File: config.mk
export PLATFORM = sky130hd
export DESIGN_NAME = lorenz_point_streamer
export DESIGN_NICKNAME = d
export VERILOG_FILES = /design/src/rtl/lorenz_pkg.sv /design/src/rtl/lorenz_point_streamer_point_fifo.sv /design/src/rtl/lorenz_point_streamer.sv
export SDC_FILE = /design/constraint.sdc
export NUM_CORES = 1
export LEC_CHECK = 0
export ABC_AREA = 1
export BUFFER_PORTS_ARGS = -buffer_cell sky130_fd_sc_hd__buf_2
export CORE_UTILIZATION = 52
export CTS_CLUSTER_SIZE = 30
export DETAILED_ROUTE_END_ITERATION = 16
export PLACE_DENSITY = 0.7
export SYNTH_ARGS = -nofsm -noshare
export SYNTH_HDL_FRONTEND = slang
export SYNTH_HIERARCHICAL = 1
export SYNTH_SLANG_ARGS = --single-unit
File: constraint.sdc
create_clock -name clk -period 3.2 [get_ports clk]
set_clock_uncertainty 0.2 [all_clocks]
set_input_delay 0.32 -clock clk [delete_from_list [all_inputs] [get_ports clk]]
set_output_delay 0.32 -clock clk [all_outputs]
set_load 0.05 [all_outputs]
File: src/rtl/lorenz_pkg.sv
// Shared types and constants for the Lorenz solver point streamer.
//   STATE_W/FRAC_W   : solver state format (signed 7.20)
//   SCREEN_W/SCREEN_H: target raster size in pixels
//   point_t          : one projected pixel plus its clamp flag
package lorenz_pkg;

   localparam int unsigned STATE_W  = 27;
   localparam int unsigned FRAC_W   = 20;
   localparam int unsigned SCREEN_W = 640;
   localparam int unsigned SCREEN_H = 480;

   localparam int unsigned PX_W     = 10;
   localparam int unsigned PY_W     = 9;
   // Projection arithmetic width: wide enough for shifted state plus offset
   localparam int unsigned PROJ_W   = 18;
   localparam int unsigned DEC_W    = 16;
   localparam int unsigned OVF_W    = 9;

   typedef struct packed {
      logic [PX_W-1:0] x;
      logic [PY_W-1:0] y;
      logic            clip;
   } point_t;

   typedef enum logic [1:0] {
      ST_IDLE = 2'd0,
      ST_RUN  = 2'd1,
      ST_HALT = 2'd2
   } stream_state_e;

   // True when a signed coordinate falls outside 0..hi
   function automatic logic out_of_range(input logic signed [PROJ_W-1:0] v,
                                         input logic signed [PROJ_W-1:0] hi);
      return v[PROJ_W-1] || (v > hi);
   endfunction

endpackage

File: src/rtl/lorenz_point_streamer_point_fifo.sv
// point_fifo: synchronous FIFO of point_t with a registered head entry.
// Build option: LORENZ_STREAMER_DROP_CNT_EN enables the saturating drop counter.
// Ports:
//   clk, reset      : clock, synchronous active-high reset
//   push, push_data : write request (dropped when full unless popping)
//   pop             : consumer ready; head leaves when head_valid && pop
//   head, head_valid: registered head entry and its valid flag
//   drop_cnt        : number of pushes refused while full
module point_fifo
   import lorenz_pkg::*;
#(
   parameter int unsigned DEPTH = 16
) (
   input  logic        clk,
   input  logic        reset,
   input  logic        push,
   input  point_t      push_data,
   input  logic        pop,
   output point_t      head,
   output logic        head_valid,
   output logic [15:0] drop_cnt
);

   localparam int unsigned PTR_W = $clog2(DEPTH);
   localparam int unsigned CNT_W = PTR_W + 1;

   point_t           mem [DEPTH];
   logic [PTR_W-1:0] rd_ptr;
   logic [PTR_W-1:0] wr_ptr;
   logic [CNT_W-1:0] count;

   logic             full_c;
   logic             do_pop_c;
   logic             do_push_c;
   logic [PTR_W-1:0] rd_nxt_c;
   logic [CNT_W-1:0] count_d_c;

   // Push is accepted when not full, or when a pop frees the slot this cycle
   always_comb begin
      full_c    = (count == CNT_W'(DEPTH));
      do_pop_c  = pop && (count != '0);
      do_push_c = push && (!full_c || do_pop_c);
      rd_nxt_c  = rd_ptr + PTR_W'(1);
      count_d_c = count;
      if (do_push_c && !do_pop_c) begin
         count_d_c = count + CNT_W'(1);
      end else if (!do_push_c && do_pop_c) begin
         count_d_c = count - CNT_W'(1);
      end
   end

   // Storage array; control state alone defines which entries are live
   always_ff @(posedge clk) begin
      if (do_push_c) begin
         mem[wr_ptr] <= push_data;
      end
   end

   // Pointers, occupancy and registered head
   always_ff @(posedge clk) begin
      if (reset) begin
         rd_ptr     <= '0;
         wr_ptr     <= '0;
         count      <= '0;
         head       <= '0;
         head_valid <= 1'b0;
      end else begin
         if (do_push_c) begin
            wr_ptr <= wr_ptr + PTR_W'(1);
         end
         if (do_pop_c) begin
            rd_ptr <= rd_nxt_c;
         end
         count      <= count_d_c;
         head_valid <= (count_d_c != '0);
         // Head follows the entry at the read pointer; a push into an empty
         // (or emptying) FIFO is forwarded straight into the head register.
         if (do_pop_c) begin
            if (count == CNT_W'(1)) begin
               if (do_push_c) begin
                  head <= push_data;
               end
            end else begin
               head <= mem[rd_nxt_c];
            end
         end else if ((count == '0) && do_push_c) begin
            head <= push_data;
         end
      end
   end

`ifdef LORENZ_STREAMER_DROP_CNT_EN
   logic drop_c;

   assign drop_c = push && !do_push_c;

   // Saturating count of refused pushes
   always_ff @(posedge clk) begin
      if (reset) begin
         drop_cnt <= '0;
      end else if (drop_c && (drop_cnt != 16'hFFFF)) begin
         drop_cnt <= drop_cnt + 16'd1;
      end
   end
`else
   assign drop_cnt = 16'd0;
`endif

endmodule

File: src/rtl/lorenz_point_streamer.sv
// lorenz_point_streamer: samples Lorenz solver x/z on step strobes, decimates,
// projects onto a clamped 640x480 raster and queues points for the frame
// buffer writer. Halts permanently (until reset) on the first solver fault.
// Build option: LORENZ_STREAMER_DROP_CNT_EN enables drop_cnt counting.
// Ports:
//   clk, reset          : clock, synchronous active-high reset
//   enable              : level, allows capture (IDLE <-> RUN)
//   step_valid          : solver state strobe
//   xnew, znew          : solver state, signed 7.20
//   overflow            : solver fault flags, any bit set halts the stream
//   pt_valid, pt_ready  : point handshake towards the frame buffer writer
//   pt_x, pt_y, pt_clip : head point and its clamp flag
//   halted              : sticky fault indicator
//   drop_cnt            : points lost to a full FIFO
module lorenz_point_streamer
   import lorenz_pkg::*;
#(
   parameter int unsigned DECIM      = 16,
   parameter int unsigned SHIFT      = 18,
   parameter int unsigned X_OFF      = 320,
   parameter int unsigned Y_OFF      = 400,
   parameter int unsigned FIFO_DEPTH = 16
) (
   input  logic                      clk,
   input  logic                      reset,
   input  logic                      enable,
   input  logic                      step_valid,
   input  logic signed [STATE_W-1:0] xnew,
   input  logic signed [STATE_W-1:0] znew,
   input  logic [OVF_W-1:0]          overflow,
   output logic                      pt_valid,
   input  logic                      pt_ready,
   output logic [PX_W-1:0]           pt_x,
   output logic [PY_W-1:0]           pt_y,
   output logic                      pt_clip,
   output logic                      halted,
   output logic [15:0]               drop_cnt
);

   stream_state_e state_q;
   stream_state_e state_d;

   logic [DEC_W-1:0]         dec_q;
   logic                     s1_valid;
   logic signed [PROJ_W-1:0] s1_x;
   logic signed [PROJ_W-1:0] s1_z;
   logic                     s2_valid;
   point_t                   s2_pt;
   point_t                   head;

   logic                     accept_c;
   logic                     fault_c;
   logic                     keep_c;
   logic signed [PROJ_W-1:0] px_c;
   logic signed [PROJ_W-1:0] py_c;
   logic                     clip_x_c;
   logic                     clip_y_c;
   point_t                   proj_c;

   // Next-state and step qualification
   always_comb begin
      state_d  = state_q;
      accept_c = 1'b0;
      fault_c  = 1'b0;
      keep_c   = 1'b0;
      case (state_q)
         ST_IDLE: begin
            if (enable) begin
               state_d = ST_RUN;
            end
         end
         ST_RUN: begin
            fault_c  = step_valid && (overflow != '0);
            accept_c = step_valid && (overflow == '0);
            keep_c   = accept_c && (dec_q == DEC_W'(DECIM - 1));
            // A fault wins over a simultaneous enable drop
            if (fault_c) begin
               state_d = ST_HALT;
            end else if (!enable) begin
               state_d = ST_IDLE;
            end
         end
         ST_HALT: begin
            state_d = ST_HALT;
         end
         default: begin
            state_d = ST_IDLE;
         end
      endcase
   end

   // State register, sticky halt flag and decimation counter
   always_ff @(posedge clk) begin
      if (reset) begin
         state_q <= ST_IDLE;
         halted  <= 1'b0;
         dec_q   <= '0;
      end else begin
         state_q <= state_d;
         halted  <= (state_d == ST_HALT);
         // Counter only moves on accepted steps, so it holds across IDLE
         if (accept_c) begin
            dec_q <= keep_c ? '0 : dec_q + DEC_W'(1);
         end
      end
   end

   // Stage 1: capture shifted state of the kept step
   always_ff @(posedge clk) begin
      if (reset) begin
         s1_valid <= 1'b0;
         s1_x     <= '0;
         s1_z     <= '0;
      end else begin
         s1_valid <= keep_c;
         if (keep_c) begin
            s1_x <= PROJ_W'(xnew >>> SHIFT);
            s1_z <= PROJ_W'(znew >>> SHIFT);
         end
      end
   end

   // Offset and clamp to the raster; y grows downward so z is subtracted
   always_comb begin
      px_c     = s1_x + $signed(PROJ_W'(X_OFF));
      py_c     = $signed(PROJ_W'(Y_OFF)) - s1_z;
      clip_x_c = out_of_range(px_c, $signed(PROJ_W'(SCREEN_W - 1)));
      clip_y_c = out_of_range(py_c, $signed(PROJ_W'(SCREEN_H - 1)));
      proj_c   = '0;
      if (px_c[PROJ_W-1]) begin
         proj_c.x = '0;
      end else if (clip_x_c) begin
         proj_c.x = PX_W'(SCREEN_W - 1);
      end else begin
         proj_c.x = PX_W'(px_c);
      end
      if (py_c[PROJ_W-1]) begin
         proj_c.y = '0;
      end else if (clip_y_c) begin
         proj_c.y = PY_W'(SCREEN_H - 1);
      end else begin
         proj_c.y = PY_W'(py_c);
      end
      proj_c.clip = clip_x_c || clip_y_c;
   end

   // Stage 2: registered projected point, pushed into the FIFO next edge
   always_ff @(posedge clk) begin
      if (reset) begin
         s2_valid <= 1'b0;
         s2_pt    <= '0;
      end else begin
         s2_valid <= s1_valid;
         if (s1_valid) begin
            s2_pt <= proj_c;
         end
      end
   end

   point_fifo #(
      .DEPTH (FIFO_DEPTH)
   ) u_fifo (
      .clk        (clk),
      .reset      (reset),
      .push       (s2_valid),
      .push_data  (s2_pt),
      .pop        (pt_ready),
      .head       (head),
      .head_valid (pt_valid),
      .drop_cnt   (drop_cnt)
   );

   assign pt_x    = head.x;
   assign pt_y    = head.y;
   assign pt_clip = head.clip;

endmodule

==> load_flow_metrics.sql <==
INSERT INTO impl_metrics (metric_group, metric, value, unit) VALUES
('synth', 'most_common_cell_in_the_synthesized_netlist', 'sky130_fd_sc_hd__nand2_1', ''),
('cts', 'cts_resized', '0', ''),
('power', 'intPower', '0.0108', 'W'),
('synth', 'synth_sequential_area_ratio', '0.632', ''),
('worst_hold_path', 'hold_path.class', 'in2reg', ''),
('sta', 'period_needed', '2.82', 'ns'),
('sta', 'holdWs', '0.0353', 'ns'),
('placement', 'global_placement_routability_congestion', '0.862', ''),
('cts', 'clock_sinks', '413', ''),
('synth', 'synthDominantCellAreaShare', '0.529', ''),
('cts', 'tritoncts', 'yes', ''),
('synth', 'yosysTopAreaCell', 'sky130_fd_sc_hd__edfxtp_1', ''),
('floorplanning', 'core_area', '34500', 'sq um'),
('cts', 'clock_pin_slew_on_the_worst_setup_and_hold_paths', '0.06', 'ns'),
('floorplanning', 'floorplan.die.height', '189', 'um'),
('synth', 'post_synth_instance_area', '18200', 'sq um'),
('power', 'switching_power', '0.00654', 'W'),
('power', 'power_frac_seq', '0.343', ''),
('power', 'clockPowerShare', '0.280', ''),
('sta', 'maxClockFrequency', '0.355', 'GHz'),
('placement', 'place_worst_setup_slack', '0.445', 'ns'),
('synth', 'synth_flop_cell', 'sky130_fd_sc_hd__edfxtp_1', ''),
('grt', 'grt_overflow_total', '0', ''),
('cells_and_area', 'post-route-cell-area', '20700', 'sq um'),
('cts', 'clock_tree.buffer_depth', '3', ''),
('grt', 'grt_max_degree', '90', ''),
('grt', 'number_of_global_route_vias_before_repair', '12600', ''),
('synth', 'synth_top_cells_by_area', 'sky130_fd_sc_hd__edfxtp_1 53%, sky130_fd_sc_hd__dfxtp_1 10%, sky130_fd_sc_hd__nand2_1 9.2%, sky130_fd_sc_hd__nand3_1 5.5%, sky130_fd_sc_hd__nor2_1 5.3%', ''),
('synth', 'synth_cells', '1856', ''),
('run_status', 'outcome', 'complete, no violations', ''),
('grt', 'initial_antenna_violation_count', '0', ''),
('sta', 'final.period_utilization', '0.880', ''),
('worst_setup_path', 'cp_max_fo', '9', ''),
('routing', 'avgRoutedWirePerCell', '17.1', 'um'),
('floorplanning', 'die_w', '189', 'um'),
('worst_setup_path', 'critical_path.startpoint_type', 'flip-flop', ''),
('grt', 'grt_pass1_wl', '66.2', 'mm'),
('sta', 'slew_at_the_pin_closest_to_its_max_slew_limit', '1.00', 'ns'),
('cells_and_area', 'layout-drive-gt1-share', '0.126', ''),
('worst_setup_path', 'critical_path_class', 'reg2reg', ''),
('synth', 'synth_cell_types', '45', ''),
('routing', 'route.vias.total', '13000', ''),
('power', 'power_switching_share', '0.377', ''),
('power', 'p_per_area', '839', 'nW/um^2'),
('power', 'peakVddDrop', '0.000620', 'V'),
('cts', 'cts_made_buffers', '43', ''),
('synth', 'ys_seq_elements', '413', ''),
('worst_setup_path', 'cp.arrival', '2.84', 'ns'),
('synth', 'synth_common_cells', '443 x sky130_fd_sc_hd__nand2_1, 320 x sky130_fd_sc_hd__edfxtp_1, 255 x sky130_fd_sc_hd__nor2_1, 201 x sky130_fd_sc_hd__nand3_1, 134 x sky130_fd_sc_hd__inv_1', ''),
('routing', 'drt.antenna.violating_nets', '0', ''),
('cells_and_area', 'layout-area-overhead-vs-synth', '13.8', '%'),
('worst_setup_path', 'cp-end-kind', 'flip-flop', ''),
('synth', 'synth_edf_count', '320', ''),
('floorplanning', 'effective_utilization_at_floorplan', '0.527', ''),
('sta', 'worst_slack', '0.383', 'ns'),
('synth', 'postSynthAreaPerCell', '9.79', 'sq um'),
('grt', 'track_usage', '0.238', ''),
('routing', 'finalWirelength', '41.5', 'mm'),
('synth', 'yosys_warnings', '6', ''),
('placement', 'dpl_cell_area', '19100', 'sq um'),
('cells_and_area', 'nets', '2026', ''),
('floorplanning', 'fp.dieArea', '35700', 'sq um'),
('routing', 'dr.first_iter.drc_count', '995', ''),
('run', 'drv_cap', '0', ''),
('floorplanning', 'io_pins', '106', ''),
('routing', 'route.detailed.drc', '0', ''),
('sta', 'timing_hold_violations_final', '0', ''),
('routing', 'post_drt_via_cell_ratio', '5.34', ''),
('sta', 'final-setup-viol-count', '0', ''),
('sta', 'max_slew_margin_vs_limit', '0.334', ''),
('cts', 'clock_tree.root_cell', 'sky130_fd_sc_hd__clkbuf_16', '');
==> worst paths after layout <==
path                        start          endpoint  slack, ns  depth (start not counted)
setup reg to reg  u_fifo/count[0]  u_fifo/mem[2][6]       0.38                          8
hold / removal         step_valid            halted       0.04                          3
hold reg to reg   u_fifo/head[12]   u_fifo/head[12]       0.26                          2
setup / recovery  u_fifo/count[0]  u_fifo/mem[2][6]       0.38                          8
==> cell families (layout without fill, tap and decap cells) <==
logic type / count (synthesis) / in the layout / share of synthesized area
and+or+nand+nor: 986 / 986 / 0.236
xor gates and xnor gates: 19 / 19 / 0.00958
other: 1 / 17 / 0.000206
buffers and inverters: 245 / 352 / 0.0608
DFF: 413 / 413 / 0.632
adders and majority gates: 14 / 14 / 0.00965
AOI/OAI and AO/OA: 178 / 178 / 0.0519
==> layout by cell type, fill, tap and decap left out, types with 3 or more instances in the layout <==
cell / count
sky130_fd_sc_hd__clkbuf_8: 3
sky130_fd_sc_hd__xor2_1: 13
sky130_fd_sc_hd__nor2_1: 239
sky130_fd_sc_hd__dlygate4sd3_1: 21
sky130_fd_sc_hd__dfxtp_1: 92
sky130_fd_sc_hd__nand3b_1: 3
sky130_fd_sc_hd__buf_4: 58
sky130_fd_sc_hd__nand3_2: 12
sky130_fd_sc_hd__nand2_4: 3
sky130_fd_sc_hd__buf_2: 53
sky130_fd_sc_hd__nor2_4: 3
sky130_fd_sc_hd__a21oi_1: 55
sky130_fd_sc_hd__nor3_1: 10
sky130_fd_sc_hd__bufinv_16: 3
sky130_fd_sc_hd__clkbuf_16: 45
sky130_fd_sc_hd__xnor2_1: 4
sky130_fd_sc_hd__conb_1: 16
sky130_fd_sc_hd__inv_1: 134
sky130_fd_sc_hd__or2_2: 5
sky130_fd_sc_hd__nor2_2: 17
sky130_fd_sc_hd__o21ai_0: 107
sky130_fd_sc_hd__a21oi_2: 10
sky130_fd_sc_hd__clkinv_2: 8
sky130_fd_sc_hd__clkinv_1: 6
sky130_fd_sc_hd__buf_12: 4
sky130_fd_sc_hd__nand2_1: 443
sky130_fd_sc_hd__clkbuf_1: 11
sky130_fd_sc_hd__or2_1: 18
sky130_fd_sc_hd__edfxtp_1: 320
sky130_fd_sc_hd__nand4_1: 13
sky130_fd_sc_hd__nand3_1: 201
sky130_fd_sc_hd__ha_1: 13
sky130_fd_sc_hd__nand2_2: 9
==> power groups by stage <==
stage / clock (W) / sequential (W) / combinational [W]
floorplan: 0 / 0.00625 / 0.00461
global placement: 0 / 0.00606 / 0.00631
detailed placement: 0 / 0.00606 / 0.00644
CTS: 0.00494 / 0.00595 / 0.00652
global route: 0.00515 / 0.00596 / 0.00731
finish: 0.00485 / 0.00595 / 0.00654
==> what timing repair did <==
| item | 4_1_cts | 5_1_grt |
|---|---|---|
| endpoints found under the hold margin | 20 | 0 |
| hold buffers | 21 | 0 |
| setup buffers | 0 | 0 |
==> flip-flops by register name (all words and copies together) (netlist names), 2 cells and up <==
name and count:
u_fifo/mem 320, s2_pt 20, u_fifo/head 20, dec_q 16, s1_x 9, s1_z 9
u_fifo/count 5, u_fifo/rd_ptr 4, u_fifo/wr_ptr 4, state_q 2
==> critical path: stages, from the launching register on <==
cell and delay, ns:
sky130_fd_sc_hd__dfxtp_1 0.40, sky130_fd_sc_hd__inv_1 0.13, sky130_fd_sc_hd__ha_1 0.26, sky130_fd_sc_hd__nand3_1 0.16
sky130_fd_sc_hd__nor2_1 0.06, sky130_fd_sc_hd__nor2_1 0.28, sky130_fd_sc_hd__nand2_1 0.25, sky130_fd_sc_hd__nor2_2 0.46
sky130_fd_sc_hd__buf_4 0.31
==> per-stage QoR <==
stage,utilization,power [W],std cells
global placement,0.553,0.0124,2333
global route,0.600,0.0184,2433
CTS,0.600,0.0174,2433
finish,0.600,0.0173,2434
detailed placement,0.553,0.0125,2333
floorplan,-,0.0109,1871
==> routing by layer <==
metal / track usage / share of wire / up-vias
met5: 0 / 0 / -
met4: 0.0989 / 0.036 / 0
met3: 0.0361 / 0.063 / 102
met2: 0.399 / 0.48 / 431
met1: 0.309 / 0.42 / 6124
li1: - / - / 6331
==> layout make-up <==
type | instances | area (sq um)
flip-flops and latches | 413 | 11500
clock buffers | 59 | 1210
clock inverters | 20 | 176
fillers | 2804 | 13800
multi-input cells | 1213 | 5720
inverters | 137 | 517
well taps | 455 | 569
diodes | 1 | 2.50
repair buffers | 136 | 991
Note: power is estimated with default switching activity, not from simulation.
